--- config.mk ---
export PLATFORM = sky130hd
export DESIGN_NAME = s_serial_adder16
export DESIGN_NICKNAME = d
export VERILOG_FILES = /design/src/rtl/s_serial_adder16.sv
export SDC_FILE = /design/constraint.sdc
export NUM_CORES = 1
export LEC_CHECK = 0
export CORE_ASPECT_RATIO = 0.75
export CORE_MARGIN = 4
export CORE_UTILIZATION = 40
export DETAILED_ROUTE_END_ITERATION = 7
export PLACE_DENSITY_LB_ADDON = 0.2
export SYNTH_ARGS = -nofsm -noshare
export SYNTH_HDL_FRONTEND = slang
export SYNTH_SLANG_ARGS = --single-unit
--- constraint.sdc ---
create_clock -name clk -period 1.9 [get_ports clk]
set_input_delay 0.38 -clock clk [delete_from_list [all_inputs] [get_ports clk]]
set_output_delay 0.38 -clock clk [all_outputs]
set_load 0.01 [all_outputs]
--- src/rtl/s_serial_adder16.sv ---
// Bit-serial adder: a+b+cin over WIDTH edges using one gate-level full-adder slice.
// Latency WIDTH+1 edges from accept to out_valid; one operand set in flight at a time.
// Backpressure: result held in DONE until out_ready; in_ready only in IDLE, one bubble between results.
//
// Ports: clk, reset (sync, active-high); in_valid/in_ready + a, b, cin operand handshake;
//        out_valid/out_ready + sum, cout, overflow result handshake; busy high while shifting.
module s_serial_adder16 #(
  parameter int WIDTH = 16
) (
  input  logic             clk,
  input  logic             reset,
  input  logic             in_valid,
  output logic             in_ready,
  input  logic [WIDTH-1:0] a,
  input  logic [WIDTH-1:0] b,
  input  logic             cin,
  output logic             out_valid,
  input  logic             out_ready,
  output logic [WIDTH-1:0] sum,
  output logic             cout,
  output logic             overflow,
  output logic             busy
);

  // One extra bit so the counter can reach WIDTH without wrapping.
  localparam int CW = $clog2(WIDTH) + 1;
  localparam logic [CW-1:0] LAST = CW'(WIDTH - 1);

  typedef enum logic [1:0] {
    IDLE  = 2'd0,
    SHIFT = 2'd1,
    DONE  = 2'd2
  } state_t;

  state_t           state;
  logic [WIDTH-1:0] a_sh;
  logic [WIDTH-1:0] b_sh;
  logic [WIDTH-1:0] acc;
  logic [CW-1:0]    cnt;
  logic             carry;

  logic             fa_s;
  logic             fa_c;
  logic [WIDTH-1:0] acc_next;

  s_full_adder u_fa (
    .a  (a_sh[0]),
    .b  (b_sh[0]),
    .ci (carry),
    .s  (fa_s),
    .co (fa_c)
  );

  // New sum bit enters at the MSB; after WIDTH shifts bit 0 has reached position 0.
  assign acc_next = {fa_s, acc[WIDTH-1:1]};

  always_ff @(posedge clk) begin
    if (reset) begin
      state     <= IDLE;
      a_sh      <= '0;
      b_sh      <= '0;
      acc       <= '0;
      cnt       <= '0;
      carry     <= 1'b0;
      sum       <= '0;
      cout      <= 1'b0;
      overflow  <= 1'b0;
      in_ready  <= 1'b1;
      busy      <= 1'b0;
      out_valid <= 1'b0;
    end else begin
      unique case (state)
        IDLE: begin
          if (in_valid) begin
            a_sh     <= a;
            b_sh     <= b;
            carry    <= cin;
            acc      <= '0;
            cnt      <= '0;
            state    <= SHIFT;
            in_ready <= 1'b0;
            busy     <= 1'b1;
          end
        end

        SHIFT: begin
          a_sh  <= {1'b0, a_sh[WIDTH-1:1]};
          b_sh  <= {1'b0, b_sh[WIDTH-1:1]};
          acc   <= acc_next;
          carry <= fa_c;
          cnt   <= cnt + {{(CW-1){1'b0}}, 1'b1};
          if (cnt == LAST) begin
            // carry still holds the carry into the MSB at this edge.
            sum       <= acc_next;
            cout      <= fa_c;
            overflow  <= carry ^ fa_c;
            state     <= DONE;
            busy      <= 1'b0;
            out_valid <= 1'b1;
          end
        end

        DONE: begin
          // Returning to IDLE costs one edge, so no accept can coincide with release.
          if (out_ready) begin
            state     <= IDLE;
            out_valid <= 1'b0;
            in_ready  <= 1'b1;
          end
        end

        default: begin
          state     <= IDLE;
          in_ready  <= 1'b1;
          busy      <= 1'b0;
          out_valid <= 1'b0;
        end
      endcase
    end
  end

endmodule

// Two-input NAND: the primitive every other gate below is derived from.
module s_nand (
  input  logic a,
  input  logic b,
  output logic y
);
  assign y = ~(a & b);
endmodule

// AND as NAND followed by a NAND wired as an inverter.
module s_and (
  input  logic a,
  input  logic b,
  output logic y
);
  logic n;
  s_nand u_n0 (.a(a), .b(b), .y(n));
  s_nand u_n1 (.a(n), .b(n), .y(y));
endmodule

// OR by De Morgan: NAND of the inverted inputs.
module s_or (
  input  logic a,
  input  logic b,
  output logic y
);
  logic na;
  logic nb;
  s_nand u_ia (.a(a),  .b(a),  .y(na));
  s_nand u_ib (.a(b),  .b(b),  .y(nb));
  s_nand u_o  (.a(na), .b(nb), .y(y));
endmodule

// Classic four-NAND XOR.
module s_xor (
  input  logic a,
  input  logic b,
  output logic y
);
  logic n0;
  logic n1;
  logic n2;
  s_nand u_n0 (.a(a),  .b(b),  .y(n0));
  s_nand u_n1 (.a(a),  .b(n0), .y(n1));
  s_nand u_n2 (.a(b),  .b(n0), .y(n2));
  s_nand u_n3 (.a(n1), .b(n2), .y(y));
endmodule

// Single bit-slice full adder: s = a^b^ci, co = a&b | ci&(a^b).
module s_full_adder (
  input  logic a,
  input  logic b,
  input  logic ci,
  output logic s,
  output logic co
);
  logic p;
  logic g;
  logic t;
  s_xor u_p  (.a(a), .b(b),  .y(p));
  s_xor u_s  (.a(p), .b(ci), .y(s));
  s_and u_g  (.a(a), .b(b),  .y(g));
  s_and u_t  (.a(p), .b(ci), .y(t));
  s_or  u_co (.a(g), .b(t),  .y(co));
endmodule

==> results.cfg, run 1 <==
[run_status]
status = completed

[worst_setup_path]
cp_max_fo = 17
cp.arrival_ns = 1.95
worst_setup_path_start_kind = flip-flop
r2r-start = cnt[0]
crit_path_start = cnt[0]
cp_data_required_time_ns = 2.12
end_kind = flip-flop
critPathKind = flip-flop to flip-flop

[final_layout]
postLayoutCellArea_sq_mm = 0.00410
post-route-util = 0.544
area_growth_pct = 28.8
drive_above_1_share = 0.167
final_nets = 431
num_antenna_cells = 0
fill_cells = 704

[route]
drtIter0Drc = 111
drc = 0
firstDrtPassIters = 5
routed_wl_um = 7170
num_vias = 2596
wl_per_cell_um = 14.4
postRouteAntennaNets = 0
viasPerCell = 5.22

[synth]
synth_nets = 379
ys.flop_type = dfxtp_1
synth_seq_cells = 76
synth_common_cells = 76 x dfxtp_1, 62 x nor2_1, 36 x nand2_1
yosys.area.top_type = dfxtp_1
synthDistinctLibCells = 36
ys_async_sr_fraction = 0
synth_top_area_share = 0.478
synth_area_sq_mm = 0.00318
synth.area.top_cells = dfxtp_1 48%, a211oi_2 12%, nor2_1 7.3%
syn-mean-instance-area_sq_um = 9.39
syn_inst = 339
yosysMostFrequentCell = dfxtp_1
ys_seq_area_frac = 0.478
yosys_warnings = 0
synth-edff-count = 0

[timing]
finalCriticalPeriod_ns = 1.72
final_max_slew_viol_count = 0
fin_crit_sh = 0.908
fin_skew_ns = 0.00895
worst_pin_slew_ns = 0.565
grt_setup_unrepaired = false
fmax_mhz = 580
hold_violations = 0
setup_tns_ns = 0
whs_ns = 0.458
maxSlewHeadroom = 0.622
setup_viol = 0

[cts]
cts-resized-gates = 0
cts_tree = done
clock_path_buffers = 2
post_cts_buffers = 0
cts_hold_buffers = 0
cts_sinks = 76
cts_buffers = 9
cts_root_buf = clkbuf_8
cts-htree-levels = 3
clk_latency_ns = 0.35
path_clk_slew_ns = 0.08

[placement]
dp_hpwl_um = 4760
postPlaceCellArea_sq_mm = 0.00385
gp_congestion = 0.762
port_buffers = 57

[grt]
grt_max_degree = 53
globalRouteOverflowTotal = 0
first_global_vias = 2548
antenna_found_initial = 0
track_usage = 0.156
grt_first_pass_wirelength_um = 12200

[die]
start_util = 0.423
core_sq_mm = 0.00753
die_y_um = 85.3
die_width_um = 111
dieArea_sq_mm = 0.00947
fp-row-count = 27
ios = 58

[power_and_ir_drop]
power.leakage_nw = 1.46
power.density_mw_per_mm2 = 899
ir_drop_v = 0.000355

[job]
maxCapViolations = 0

[min_path]
worstHoldPathType = flip-flop to flip-flop
worstHoldStart = sum[1]
## worst paths after layout
path,to,slack (ns),cells after the start
worst min register to register,sum[1],0.46,2
worst max-delay path,sum[7],0.18,6
worst max register to register,sum[7],0.18,6
worst min-delay path,sum[1],0.46,2
## registers in the layout, summed over array words and instances, names as in the netlist, 2 cells and up
signal,cells
sum,16
state,2
acc,15
b_sh,16
a_sh,16
cnt,5
## where the power goes
group	switching (mW)	leakage, nW	internal, mW
combinational	0.233	0.723	0.238
clock	0.620	0.120	0.881
sequential	0.0453	0.622	1.67
## layer usage
metal / track usage / share of wire / vias up / wire (um)
met5: 0 / 0 / - / 0
met4: 0.0365 / 0.0067 / 0 / 48
met3: 0.0606 / 0.056 / 5 / 400
met2: 0.231 / 0.42 / 65 / 3020
met1: 0.215 / 0.52 / 1215 / 3710
li1: - / - / 1311 / -
## per-stage QoR
| step | worst slack [ns] | power [mW] | cells |
|---|---|---|---|
| 3_3_place_gp | 0.190 | 2.21 | 481 |
| 6_report | 0.175 | 3.69 | 497 |
| 4_1_cts | 0.161 | 3.72 | 497 |
| 2_1_floorplan | 0.344 | 2.06 | 339 |
| 3_5_place_dp | 0.108 | 2.22 | 481 |
| 5_1_grt | 0.0271 | 3.86 | 497 |
## logic make-up (layout without fill, tap and decap cells)
family / count (synthesis) / count (layout) / synth area share
AO/OA/AOI/OAI: 112 / 112 / 0.292
XOR/XNOR: 1 / 1 / 0.00275
adder cells (fa/ha/maj): 3 / 3 / 0.0141
buffers and inverters: 34 / 91 / 0.0656
flip-flops: 76 / 76 / 0.478
multiplexers: 1 / 1 / 0.00314
AND/OR/NAND/NOR: 112 / 112 / 0.145
## critical path, stage by stage (launching register included)
cell,delay [ns]
dfxtp_1,0.38
ha_1,0.20
and3_1,0.18
ha_1,0.25
nand3b_2,0.33
nand2_1,0.18
a21oi_1,0.08
## placed cells by master, fill, tap and decap left out, drive strengths merged, types with 7 or more instances in the layout
cell type	count
dfxtp	76
nor2	62
clkdlybuf4s50	56
nand2	36
a211oi	32
o22ai	24
a21oi	22
a22oi	18
buf	16
clkbuf	9
o2bb2ai	7
## area by class of cell
cell class              instances  area (sq um)  share of cell area
clock buffers                   9           124              0.0302
clock inverters                 7           124              0.0302
inverters                       3          11.3             0.00275
multi-input cells             229          1450               0.354
flip-flops and latches         76          1520               0.371
well taps                     101           126              0.0308
repair buffers                 72           741               0.181
Power figures use the tool's default switching activity.
==> run 2: changes to the inputs <==
- CORE_MARGIN: 4 -> unset
==> run 2 against run 1 <==
  * Clock power fell by 17%
  * Final cell count fell by 0.40%
  * Global-route usage rose by 2.0 points
  * Setup slack improved by 0.020 ns
  * Via count fell by 0.81%
  * Register-to-register slack improved by 0.02 ns
  * Die area fell by 12%
  * Hold slack got worse by 0.0054 ns
  * Critical endpoint is now cout
==> results.cfg, run 2 (synthesis gave the netlist of run 1 again) <==
[run_status]
status = completed

[cts]
clock_path_buffers = 2
cts_sinks = 76
post_cts_buffers = 0
clk_latency_ns = 0.35
cts_hold_buffers = 0
cts_tree = done
path_clk_slew_ns = 0.07
cts_root_buf = clkbuf_8
cts-resized-gates = 0
cts_buffers = 9
cts-htree-levels = 3

[placement]
dp_hpwl_um = 4380
gp_congestion = 0.722
port_buffers = 57

[worst_setup_path]
end_kind = flip-flop
r2r_setup_slack_ns = 0.20
critPathKind = flip-flop to flip-flop
rr_worst_depth = 7
r2r-start = cnt[0]
cp_data_required_time_ns = 2.18
worst_r2r_endpoint = cout
cp_max_fo = 20
worst_setup_path_start_kind = flip-flop
cp.arrival_ns = 1.98

[final_layout]
final_common_cell = dfxtp_1
drive_above_1_share = 0.160
final_nets = 429
final_cell_mix = 76 x dfxtp_1, 62 x nor2_1, 56 x clkdlybuf4s50_1
area_growth_pct = 27.3
top_regs = a_sh: 16 flops, b_sh: 16 flops, sum: 16 flops
fill_cells = 702
num_antenna_cells = 0

[power_and_ir_drop]
power.density_mw_per_mm2 = 847
power.leakage_nw = 1.44
ir_drop_v = 0.000327
total_power_mw = 3.43

[route]
wl_per_cell_um = 13.6
postRouteAntennaNets = 0
drtIter0Drc = 111
num_vias = 2575
routed_wl_um = 6740
drc = 0
viasPerCell = 5.20
firstDrtPassIters = 4

[timing]
setup_tns_ns = 0
fin_skew_ns = 0.00776
fin_crit_sh = 0.897
fmax_mhz = 587
grt_setup_unrepaired = false
final_max_slew_viol_count = 0
maxSlewHeadroom = 0.606
worst_pin_slew_ns = 0.590
setup_viol = 0
finalCriticalPeriod_ns = 1.70
whs_ns = 0.453
hold_violations = 0

[job]
maxCapViolations = 0

[grt]
first_global_vias = 2442
antenna_found_initial = 0
grt_max_degree = 44
grt_first_pass_wirelength_um = 11500
track_usage = 0.176
globalRouteOverflowTotal = 0

[die]
fp-row-count = 27
dieArea_sq_mm = 0.00833
die_y_um = 79.3
start_util = 0.423
ios = 58
die_width_um = 105
core_sq_mm = 0.00753

[min_path]
hold_depth = 2
worstHoldStart = sum[2]
worstHoldPathType = flip-flop to flip-flop
worstHoldEndpoint = sum[2]
run 2: where the power goes:
group	switching (mW)	internal, mW	total, mW	leakage [nW]
Sequential	0.0488	1.67	1.72	0.622
Clock	0.580	0.675	1.25	0.102
Combinational	0.224	0.235	0.460	0.715
Total	0.853	2.58	3.43	1.44
run 2: layer usage:
metal | wire, um | track usage
met1 | 3460 | 0.234
met2 | 2840 | 0.266
met3 | 343 | 0.0558
met4 | 93 | 0.0704
met5 | 0 | 0
run 2: final cells by class:
cell class	count	area, sq um	share of cell area
well taps	101	126	0.0312
multi-input cells	229	1450	0.359
inverters	3	11.3	0.00278
repair buffers	70	738	0.182
clock inverters	4	47.5	0.0117
flip-flops and latches	76	1520	0.375
clock buffers	12	155	0.0383
run 2: how the worst max path moves through the flow:
stage / from / endpoint / slack (ns)
floorplan: cnt[0] / overflow / 0.34
finish: cnt[0] / cout / 0.20
CTS: cnt[0] / sum[13] / 0.18
global route: cnt[0] / sum[0] / 0.003
detailed placement: in_valid / b_sh[5] / 0.14
global placement: in_valid / b_sh[3] / 0.18
run 2: worst max-delay path: stages (launching register included):
cell     delay, ns
dfxtp_1       0.37
ha_1          0.21
and3_1        0.17
ha_1          0.24
and3b_1       0.23
buf_12        0.16
nand2_1       0.11
a21oi_1       0.13
run 2: through the flow:
stage	std cells	worst slack [ns]	instance area, sq um	utilization
final	495	0.195	4050	0.538
after detailed placement	479	0.144	3850	0.511
after global routing	495	0.00299	4050	0.538
after global placement	479	0.180	3850	0.511
after floorplan	339	0.344	3180	-
after CTS	495	0.177	4050	0.538
==> run 3: changes to the inputs <==
- SKIP_CTS_REPAIR_TIMING: unset -> 1
==> results of run 3 <==
The final DEF is identical to that of run 2; final timing and power are the same.
